### config.mk
export PLATFORM = sky130hd
export DESIGN_NAME = add_arbiter
export DESIGN_NICKNAME = d
export VERILOG_FILES = /design/src/rtl/add_arb_pkg.sv /design/src/rtl/add32_core.sv /design/src/rtl/fulladder.sv /design/src/rtl/kpg.sv /design/src/rtl/ppc.sv /design/src/rtl/add_arbiter.sv
export SDC_FILE = /design/constraint.sdc
export NUM_CORES = 1
export LEC_CHECK = 0
export CAP_MARGIN = 20
export CORE_UTILIZATION = 35
export CTS_BUF_LIST = sky130_fd_sc_hd__clkbuf_16
export DETAILED_ROUTE_END_ITERATION = 12
export PLACE_DENSITY = 0.73
export SKIP_LAST_GASP = 1
export SYNTH_ARGS = -nofsm -noshare
export SYNTH_HDL_FRONTEND = slang
export SYNTH_SLANG_ARGS = --single-unit
### constraint.sdc
create_clock -name clk -period 7.3 [get_ports clk]
set_input_delay 2.19 -clock clk [delete_from_list [all_inputs] [get_ports clk]]
set_output_delay 2.19 -clock clk [all_outputs]
set_load 0.01 [all_outputs]
### src/rtl/add_arb_pkg.sv
// add_arb_pkg: shared definitions for the add_arbiter block.
//   ADD_WIDTH  - default operand/sum width
//   state_e    - output register state (ST_EMPTY / ST_FULL)
//   rr_winner  - round-robin pick: first valid index at or above ptr,
//                wrapping modulo nreq; returns -1 when nothing is valid.
package add_arb_pkg;

  localparam int ADD_WIDTH = 32;

  typedef enum logic {
    ST_EMPTY = 1'b0,
    ST_FULL  = 1'b1
  } state_e;

  // valid is zero-extended to 8 bits so one function serves NREQ = 2..8.
  function automatic int rr_winner(input logic [7:0] valid, input int ptr, input int nreq);
    int win;
    int idx;
    win = -1;
    for (int k = 0; k < 8; k++) begin
      if (k < nreq && win < 0) begin
        idx = (ptr + k) % nreq;
        if (|(valid & (8'd1 << idx))) win = idx;
      end
    end
    return win;
  endfunction

endpackage

### src/rtl/add32_core.sv
// add32_core: combinational Kogge-Stone adder built from kpg, ppc and
// fulladder stages.
//   a, b : operands
//   cin  : carry-in
//   sum  : a + b + cin (low WIDTH bits)
//   cout : carry out of the MSB
module add32_core
  import add_arb_pkg::*;
#(
  parameter int WIDTH = ADD_WIDTH
) (
  input  logic [WIDTH-1:0] a,
  input  logic [WIDTH-1:0] b,
  input  logic             cin,
  output logic [WIDTH-1:0] sum,
  output logic             cout
);

  localparam int LV = $clog2(WIDTH);

  logic [WIDTH-1:0] g_bit, p_bit;
  logic [WIDTH-1:0] carry;
  logic             unused_p;

  kpg #(.WIDTH(WIDTH)) u_kpg (
    .a_i(a), .b_i(b), .g_o(g_bit), .p_o(p_bit)
  );

  genvar l, i;
  generate
    for (l = 0; l <= LV; l++) begin : g_lvl
      logic [WIDTH-1:0] g, p;
      if (l == 0) begin : g_base
        // Fold cin into bit 0 so every group generate below already
        // includes the carry-in; group G[i] is then the carry into bit i+1.
        ppc u_cin (
          .gh_i(g_bit[0]), .ph_i(p_bit[0]), .gl_i(cin), .pl_i(1'b0),
          .g_o(g[0]), .p_o(p[0])
        );
        assign g[WIDTH-1:1] = g_bit[WIDTH-1:1];
        assign p[WIDTH-1:1] = p_bit[WIDTH-1:1];
      end else begin : g_tree
        for (i = 0; i < WIDTH; i++) begin : g_node
          if (i >= (1 << (l - 1))) begin : g_cell
            ppc u_ppc (
              .gh_i(g_lvl[l-1].g[i]),
              .ph_i(g_lvl[l-1].p[i]),
              .gl_i(g_lvl[l-1].g[i - (1 << (l - 1))]),
              .pl_i(g_lvl[l-1].p[i - (1 << (l - 1))]),
              .g_o (g[i]),
              .p_o (p[i])
            );
          end else begin : g_pass
            assign g[i] = g_lvl[l-1].g[i];
            assign p[i] = g_lvl[l-1].p[i];
          end
        end
      end
    end
  endgenerate

  assign carry    = {g_lvl[LV].g[WIDTH-2:0], cin};
  assign cout     = g_lvl[LV].g[WIDTH-1];
  assign unused_p = ^g_lvl[LV].p;

  fulladder #(.WIDTH(WIDTH)) u_fa (
    .a_i(a), .b_i(b), .c_i(carry), .s_o(sum)
  );

endmodule

### src/rtl/fulladder.sv
// fulladder: final sum stage, one bit per lane.
//   a_i, b_i : operands
//   c_i      : carry into each bit position
//   s_o      : sum bits
module fulladder #(
  parameter int WIDTH = 32
) (
  input  logic [WIDTH-1:0] a_i,
  input  logic [WIDTH-1:0] b_i,
  input  logic [WIDTH-1:0] c_i,
  output logic [WIDTH-1:0] s_o
);

  assign s_o = a_i ^ b_i ^ c_i;

endmodule

### src/rtl/kpg.sv
// kpg: per-bit generate/propagate stage of the prefix adder.
//   a_i, b_i : operands
//   g_o      : a & b (generate)
//   p_o      : a ^ b (propagate)
module kpg #(
  parameter int WIDTH = 32
) (
  input  logic [WIDTH-1:0] a_i,
  input  logic [WIDTH-1:0] b_i,
  output logic [WIDTH-1:0] g_o,
  output logic [WIDTH-1:0] p_o
);

  assign g_o = a_i & b_i;
  assign p_o = a_i ^ b_i;

endmodule

### src/rtl/ppc.sv
// ppc: one parallel-prefix combine node (black cell).
//   gh_i, ph_i : generate/propagate of the upper group
//   gl_i, pl_i : generate/propagate of the lower group
//   g_o, p_o   : combined group generate/propagate
module ppc (
  input  logic gh_i,
  input  logic ph_i,
  input  logic gl_i,
  input  logic pl_i,
  output logic g_o,
  output logic p_o
);

  assign g_o = gh_i | (ph_i & gl_i);
  assign p_o = ph_i & pl_i;

endmodule

### src/rtl/add_arbiter.sv
// add_arbiter: round-robin sharing of one prefix adder between NREQ
// requesters, result held in a single tagged output register.
//   clk, rst            : clock, asynchronous active-high reset
//   req_valid/req_ready : per-requester handshake (ready one-hot or zero)
//   req_a, req_b        : packed operands, requester i at [i*WIDTH +: WIDTH]
//   req_cin             : per-requester carry-in
//   req_sub             : per-requester subtract (only with ADD_ARB_SUB_EN)
//   res_valid/res_ready : result handshake
//   res_sum, res_cout, res_ovf, res_id : registered result and source tag
// Optional feature macro: ADD_ARB_SUB_EN (adds req_sub and subtract support).
module add_arbiter
  import add_arb_pkg::*;
#(
  parameter  int WIDTH = ADD_WIDTH,
  parameter  int NREQ  = 4,
  localparam int IDW   = $clog2(NREQ)
) (
  input  logic                  clk,
  input  logic                  rst,
  input  logic [NREQ-1:0]       req_valid,
  output logic [NREQ-1:0]       req_ready,
  input  logic [NREQ*WIDTH-1:0] req_a,
  input  logic [NREQ*WIDTH-1:0] req_b,
  input  logic [NREQ-1:0]       req_cin,
`ifdef ADD_ARB_SUB_EN
  input  logic [NREQ-1:0]       req_sub,
`endif
  output logic                  res_valid,
  input  logic                  res_ready,
  output logic [WIDTH-1:0]      res_sum,
  output logic                  res_cout,
  output logic                  res_ovf,
  output logic [IDW-1:0]        res_id
);

  state_e           state_q, state_d;
  logic [IDW-1:0]   ptr_q, ptr_d;
  logic [WIDTH-1:0] sum_q, sum_d;
  logic             cout_q, cout_d;
  logic             ovf_q, ovf_d;
  logic [IDW-1:0]   id_q, id_d;

  int               sel_raw, sel;
  logic             found;
  logic [NREQ-1:0]  sel_oh;
  logic             can_accept, xfer;

  logic [WIDTH-1:0] op_a, op_b, op_b_eff, add_sum;
  logic             cin_sel, cin_eff, add_cout;

  // Arbitration depends only on valids and the pointer, never on operands.
  always_comb begin
    sel_raw = rr_winner(8'(req_valid), int'(ptr_q), NREQ);
    found   = (sel_raw >= 0);
    sel     = found ? sel_raw : 0;
    sel_oh  = NREQ'(1) << sel;
  end

  // rst gates acceptance so nothing is granted while reset is held.
  assign can_accept = !rst && ((state_q == ST_EMPTY) || res_ready);
  assign xfer       = found && can_accept;

  assign op_a    = WIDTH'(req_a >> (sel * WIDTH));
  assign op_b    = WIDTH'(req_b >> (sel * WIDTH));
  assign cin_sel = |(req_cin & sel_oh);

`ifdef ADD_ARB_SUB_EN
  logic sub_sel;
  assign sub_sel  = |(req_sub & sel_oh);
  assign op_b_eff = sub_sel ? ~op_b : op_b;
  assign cin_eff  = sub_sel | cin_sel;
`else
  assign op_b_eff = op_b;
  assign cin_eff  = cin_sel;
`endif

  add32_core #(.WIDTH(WIDTH)) u_core (
    .a(op_a), .b(op_b_eff), .cin(cin_eff), .sum(add_sum), .cout(add_cout)
  );

  // State register
  always_ff @(posedge clk or posedge rst) begin
    if (rst) state_q <= ST_EMPTY;
    else     state_q <= state_d;
  end

  // Next-state logic
  always_comb begin
    state_d = state_q;
    case (state_q)
      ST_EMPTY: if (xfer) state_d = ST_FULL;
      ST_FULL:  if (xfer) state_d = ST_FULL;
                else if (res_ready) state_d = ST_EMPTY;
      default:  state_d = ST_EMPTY;
    endcase
  end

  // Output logic
  always_comb begin
    res_valid = (state_q == ST_FULL);
    req_ready = xfer ? sel_oh : '0;
  end

  // Result and pointer registers load only on a transfer.
  always_comb begin
    sum_d  = sum_q;
    cout_d = cout_q;
    ovf_d  = ovf_q;
    id_d   = id_q;
    ptr_d  = ptr_q;
    if (xfer) begin
      sum_d  = add_sum;
      cout_d = add_cout;
      ovf_d  = (op_a[WIDTH-1] == op_b_eff[WIDTH-1]) && (add_sum[WIDTH-1] != op_a[WIDTH-1]);
      id_d   = IDW'(sel);
      ptr_d  = IDW'((sel + 1) % NREQ);
    end
  end

  always_ff @(posedge clk or posedge rst) begin
    if (rst) begin
      sum_q  <= '0;
      cout_q <= 1'b0;
      ovf_q  <= 1'b0;
      id_q   <= '0;
      ptr_q  <= '0;
    end else begin
      sum_q  <= sum_d;
      cout_q <= cout_d;
      ovf_q  <= ovf_d;
      id_q   <= id_d;
      ptr_q  <= ptr_d;
    end
  end

  assign res_sum  = sum_q;
  assign res_cout = cout_q;
  assign res_ovf  = ovf_q;
  assign res_id   = id_q;

endmodule

### Word-level counts from Yosys, hierarchy flattened

Index checks and enable logic that the tools add are counted.

| operators by class | value |
|---|---|
| add/sub/neg operators | 4 |
| multiply operators | 0 |
| div/mod/pow operators | 0 |
| order comparisons | 4 |
| eq/ne operators | 2 |
| shift-type cells | 7 |
| multiplexer cells | 13 |
| bitwise logic cells | 370 |
| reductions and logical operators | 13 |

Operators with widths:

| cell | number |
|---|---|
| 2-to-1 mux 32 bit | 8 |
| >> shifter 128 x 32 -> 32 bit | 2 |
| AND 1 bit | 228 |
| bitwise OR 1 bit | 130 |
| less-than comparator 32 x 1 -> 1 bit, second input constant | 3 |
| << shifter 1 x 32 -> 8 bit, first input constant | 3 |
| XOR 32 bit | 2 |
| AND 32 bit | 1 |
| AND 4 x 8 -> 8 bit | 4 |
| greater-or-equal comparator 32 x 1 -> 1 bit, second input constant | 1 |
| OR reduction 8 bit | 4 |
| << shifter 1 x 32 -> 4 bit, first input constant | 1 |
| << shifter 1 x 2 -> 8 bit, first input constant | 1 |
| adder 2 bit, second input constant | 3 |
| OR reduction 2 bit | 3 |
| AND 4 bit | 1 |
| 2-to-1 mux 4 bit | 1 |
| OR reduction 4 bit | 1 |
| AND 1 bit, first input constant | 3 |
| logical AND 1 bit | 3 |
| 2-to-1 mux 1 bit | 3 |
| adder 2 x 1 -> 2 bit, second input constant | 1 |
| case mux 1 bit (2 select lines) | 1 |
| equality test 1 bit | 1 |
| 4 further kinds | 4 |

| word-level totals | value |
|---|---|
| flip-flop bits (word level) | 39 |
| latch bits | 0 |
| memory bits (writable) | 0 |
| ROM bits | 0 |
| input port bits | 267 |
| logic and storage cells | 419 |
| memories | 0 |

### Logic depth before layout (Yosys ltp)

Gate-level depths: netlist of run 1.

| depth | value |
|---|---|
| depth in word-level cells | 30 |
| gate-level depth with buffers | 22 |

### Cells and area by module

Synthesis of run 1 repeated with hierarchy kept, for this count alone.

| second synthesis, totals | value |
|---|---|
| cells, all modules | 916 |
| area total of the unflattened synthesis | 7068.0 um^2 |

By module, submodules not included:

| module | instances | cells an instance | area each (um^2) | sequential area each (um^2) |
|---|---|---|---|---|
| add_arbiter | 1 | 591 | 3951.3 | 975.9 |
| ppc | 130 | 2 | 15.0 | 0.0 |
| fulladder | 1 | 32 | 760.7 | 0.0 |
| kpg | 1 | 32 | 400.4 | 0.0 |
| add32_core | 1 | 1 | 3.8 | 0.0 |

### Worst setup path before layout of run 1

No wires, ideal clock.

| path | value |
|---|---|
| path type | input port to flip-flop |
| from | in req_valid[1] |
| to | reg sum_q[30], in the netlist res_sum[30] |
| setup time | 0.069 ns |
| arrival | 6.591 ns |
| slack | 0.640 ns |
| stages | 19 |
| path buffers | 3 |
| cell sequence | a22o_1 -> nor2_4 -> mux2_2 -> a32o_1 -> buf_2 -> buf_2 -> buf_1 -> ha_1 -> a221oi_1 -> fa_1 -> inv_1 -> fa_1 -> a21oi_1 -> o211ai_1 -> a221oi_4 -> a2111o_1 -> a211oi_1 -> or4_1 -> nand3_1 |

RTL lines:

| item | line | text |
|---|---|---|
| from (decl) | add_arbiter.sv:20 | `input logic [NREQ-1:0] req_valid,` |
| to (signal assigned) | add_arbiter.sv:128 | `sum_q <= sum_d;` |
| to (decl) | add_arbiter.sv:38 | `logic [WIDTH-1:0] sum_q, sum_d;` |

### Worst setup path after layout of run 1

| path | value |
|---|---|
| from | in req_valid[1] |
| to | out req_ready[1] |

| between the ends | value |
|---|---|
| word-level cells in the longest chain between the ends | 13 |
| elaborated cells between the ends (all ways) | 23 |
| classes of those cells | 4 x order compare; 1 x shift; 9 x mux; 4 x bitwise; 5 x reduce/logical |

RTL lines:

| item | line | text |
|---|---|---|
| AND 4 x 8 -> 8 bit | add_arb_pkg.sv:23 | `if (\|(valid & (8'd1 << idx))) win = idx;` |
| OR reduction 8 bit | add_arb_pkg.sv:23 |  |
| 2-to-1 mux 32 bit | add_arb_pkg.sv:23 |  |
| less-than comparator 32 x 1 -> 1 bit / 2-to-1 mux 32 bit (equally long branches) | add_arb_pkg.sv:21, add_arb_pkg.sv:23 |  |
| 2-to-1 mux 32 bit | add_arb_pkg.sv:21 | `if (k < nreq && win < 0) begin` |
| less-than comparator 32 x 1 -> 1 bit / 2-to-1 mux 32 bit (equally long branches) | add_arb_pkg.sv:21, add_arb_pkg.sv:23 |  |
| 2-to-1 mux 32 bit | add_arb_pkg.sv:21 |  |
| less-than comparator 32 x 1 -> 1 bit / 2-to-1 mux 32 bit (equally long branches) | add_arb_pkg.sv:21, add_arb_pkg.sv:23 |  |
| 2-to-1 mux 32 bit (*) | add_arb_pkg.sv:21 |  |
| greater-or-equal comparator 32 x 1 -> 1 bit | add_arbiter.sv:54 | `found = (sel_raw >= 0);` |
| 2-to-1 mux 32 bit | add_arbiter.sv:55 | `sel = found ? sel_raw : 0;` |
| << shifter 1 x 32 -> 4 bit | add_arbiter.sv:56 | `sel_oh = NREQ'(1) << sel;` |
| 2-to-1 mux 4 bit (*) | add_arbiter.sv:101 | `req_ready = xfer ? sel_oh : '0;` |
| to (decl) | add_arbiter.sv:21 | `output logic [NREQ-1:0] req_ready,` |

Every way passes the cells marked *; elsewhere a longest branch is shown, timed or not.

==> out/qor.yml, run 1 <==
run_status:
  status: "finished clean"
floorplan:
  core_area_um2: 15900
  num_rows: 46
  die_h_um: 130
  die_w_um: 130
  dieArea_um2: 17000
  initial_core_util_pct: 36.1
  io_pins: 308
synth:
  ys_warn_count: 0
  synth_area_um2: 5750
  ys_seq_area_share_pct: 17.0
  synth_seq_cells: 39
  synthDistinctLibCells: 65
  synth_ff_type: "dfrtp_1"
  synthCells: 734
  syn_avg_cell_area_um2: 7.84
  synthesis.nets: 1040
  synth_edf_count: 0
  async_flop_share_pct: 100
global_route:
  antenna_found_initial: 0
  grt_overflow: 0
  grt_max_degree: 74
  grt_pass1_wl_um: 31000
  grt_util_met1_pct: 29.2
  grtUsageMet2_pct: 40.6
  busiest_layer: "met2"
  grt.total_usage_pct: 23.3
  first_global_vias: 6181
  grt_use_met3_pct: 3.77
drt:
  vias: 6444
  via_per_inst: 5.24
  drt-initial-drc-count: 263
  final_antenna_net_count: 0
  drt_pass1_iterations: 5
  wl_per_cell_um: 16.4
  drc: 0
  wl_um: 20200
critical_path:
  path_cells: "clkdlybuf4s50_1, a22o_1, nor2_4, mux2_2, a32o_4, inv_1, ha_1, and2_1, clkdlybuf4s50_1"
  arrival_ns: 4.87
  cpLargestDelayFamily: "buffers and inverters"
  critPathLaunchType: "input port"
  criticalPathCategory: "in -> out"
  crit_required_ns: 5.11
  end_kind: "output pin"
  cpPeakStageDelay_ns: 0.53
  slowest_stage: "clkdlybuf4s50_1"
  path_max_fanout: 9
  path_buf_inv: 3
  cp_common_cell: "clkdlybuf4s50_1"
clock_tree:
  insertion_delay_ns: 0.29
  htree_levels: 2
  cts-buffers-inserted: 5
  cts_resized: 0
  holdBufCountCts: 0
  clock_tree.root_cell: "clkbuf_16"
  clk_pin_slew_ns: 0.06
  post_cts_buffers: 0
  cts_buffer_depth: 2
  cts_tree: "built"
  clock_sinks: 39
timing:
  period_share_pct: 96.7
  finalMaxSlewViolations: 0
  worstMarginPinSlew_ns: 0.650
  fin_crit_ns: 7.06
  tns_ns: 0
  whs_ns: 0.476
  hold_viol: 0
  finClkSkew_ns: 0.00460
  setup_viol: 0
  slew_headroom_pct: 56.6
  fmax_mhz: 142
  rsz0062_at_grt: "false"
cells_and_area:
  antenna_cells: 0
  drive_gt1_share_pct: 9.86
  nets: 1319
  area_delta_synth_final_pct: 58.8
hold_path:
  hold_path.class: "reg -> reg"
flow_run:
  drv_cap: 0
place:
  io_buffers: 307
  hpwl_um: 16900
  gp_congestion: 0.905
cells in the mapped netlist (7+ instances only):
master	count	area, um^2
mux2_2	64	721
nand3_1	11	55.1
dfrtp_1	39	976
inv_1	18	67.6
nand2b_1	7	43.8
xnor2_1	11	96.3
a21o_1	17	128
buf_2	13	65.1
nand2_1	69	259
xor2_1	8	70.1
buf_1	7	26.3
and3_1	9	56.3
clkbuf_1	22	82.6
mux2i_1	67	671
nor3_1	9	45.0
nor2_1	82	308
o21ai_0	37	185
a21oi_1	96	480
ha_1	37	463
routing by layer:
| metal | vias to the layer above | wire, um |
|---|---|---|
| met5 | - | 0 |
| met4 | 0 | 475 |
| met3 | 33 | 1460 |
| met2 | 270 | 9650 |
| met1 | 2890 | 8640 |
| li1 | 3251 | - |
through the flow:
stage                     cell area [um^2]  std cells  utilization (%)  setup WS (ns)
after global routing                  9140       1230             57.3         0.0400
after global placement                9000       1222             56.5          0.277
after detailed placement              9000       1222             56.5          0.144
final                                 9140       1230             57.3          0.242
after CTS                             9140       1230             57.3          0.249
after floorplan                       5750        734                -          0.640
cell type report:
| class | instances | area, um^2 |
|---|---|---|
| Multi-Input combinational cell | 626 | 4470 |
| Clock inverter | 3 | 15.0 |
| Clock buffer | 5 | 125 |
| Fill cell | 1490 | 6800 |
| Tap cell | 216 | 270 |
| Timing Repair Buffer | 323 | 3220 |
| Inverter | 18 | 67.6 |
| Sequential cell | 39 | 976 |
cell families after synthesis:
kind of cell             Yosys count  synth area share (%)
buffers and inverters             69                  5.76
multiplexers                     132                  24.4
XOR/XNOR                          19                  2.89
adder cells (fa/ha/maj)           39                  8.74
AO/OA/AOI/OAI                    222                  24.5
AND/OR/NAND/NOR                  214                  16.7
flip-flops                        39                  17.0
cell usage in the layout, fill, tap and decap left out, drive strengths merged, types with 5 or more instances in the layout:
master	instances
o31ai	7
clkbuf	5
xor2	8
xnor2	11
nand2b	7
mux2	64
mux2i	68
o21ai	40
ha	37
nand3	11
nand2	69
dfrtp	39
and3	9
a21o	17
a22oi	6
a211oi	6
o21bai	5
buf	16
nor2	83
a21oi	96
clkdlybuf4s50	307
inv	17
nand4	6
nor3	9
and2	6
state kept, by name (all words and copies together), names as in the netlist:
signal     flops
ptr_q          2
res_id         2
res_sum       32
res_cout       1
res_ovf        1
res_valid      1
worst min-delay path, cell delays in order, from the launching register on:
cell,delay [ns]
dfrtp_1,0.33
nand2_1,0.05
o21ai_0,0.06
final timing paths:
| kind | from | depth (start not counted) | slack [ns] | end |
|---|---|---|---|---|
| max in group asynchronous | rst | 3 | 4.53 | res_sum[5] |
| setup reg to reg | ptr_q[0] | 18 | 1.72 | res_sum[30] |
| setup / recovery | req_valid[1] | 9 | 0.24 | req_ready[1] |
| hold / removal | res_sum[16] | 2 | 0.48 | res_sum[16] |
| min in group asynchronous | rst | 3 | 2.42 | res_id[1] |
| hold reg to reg | res_sum[16] | 2 | 0.48 | res_sum[16] |
Power of run 1 is left out: the tool's default activity adds up to more than one toggle a clock period on the data nets, which glitch-free logic cannot reach.
==> run 2: changes to the inputs <==
- SKIP_CTS_REPAIR_TIMING: not set -> 1
==> results of run 2 <==
Same layout as run 1: the final DEF is identical, and so are final timing and power.
Power of run 2 is left out for the same reason.
==> run 3: changes to the inputs <==
- CTS_CLUSTER_DIAMETER: not set -> 60
==> results of run 3 <==
Same layout as run 1: the final DEF is identical, and so are final timing and power.
Power of run 3 is left out for the same reason.
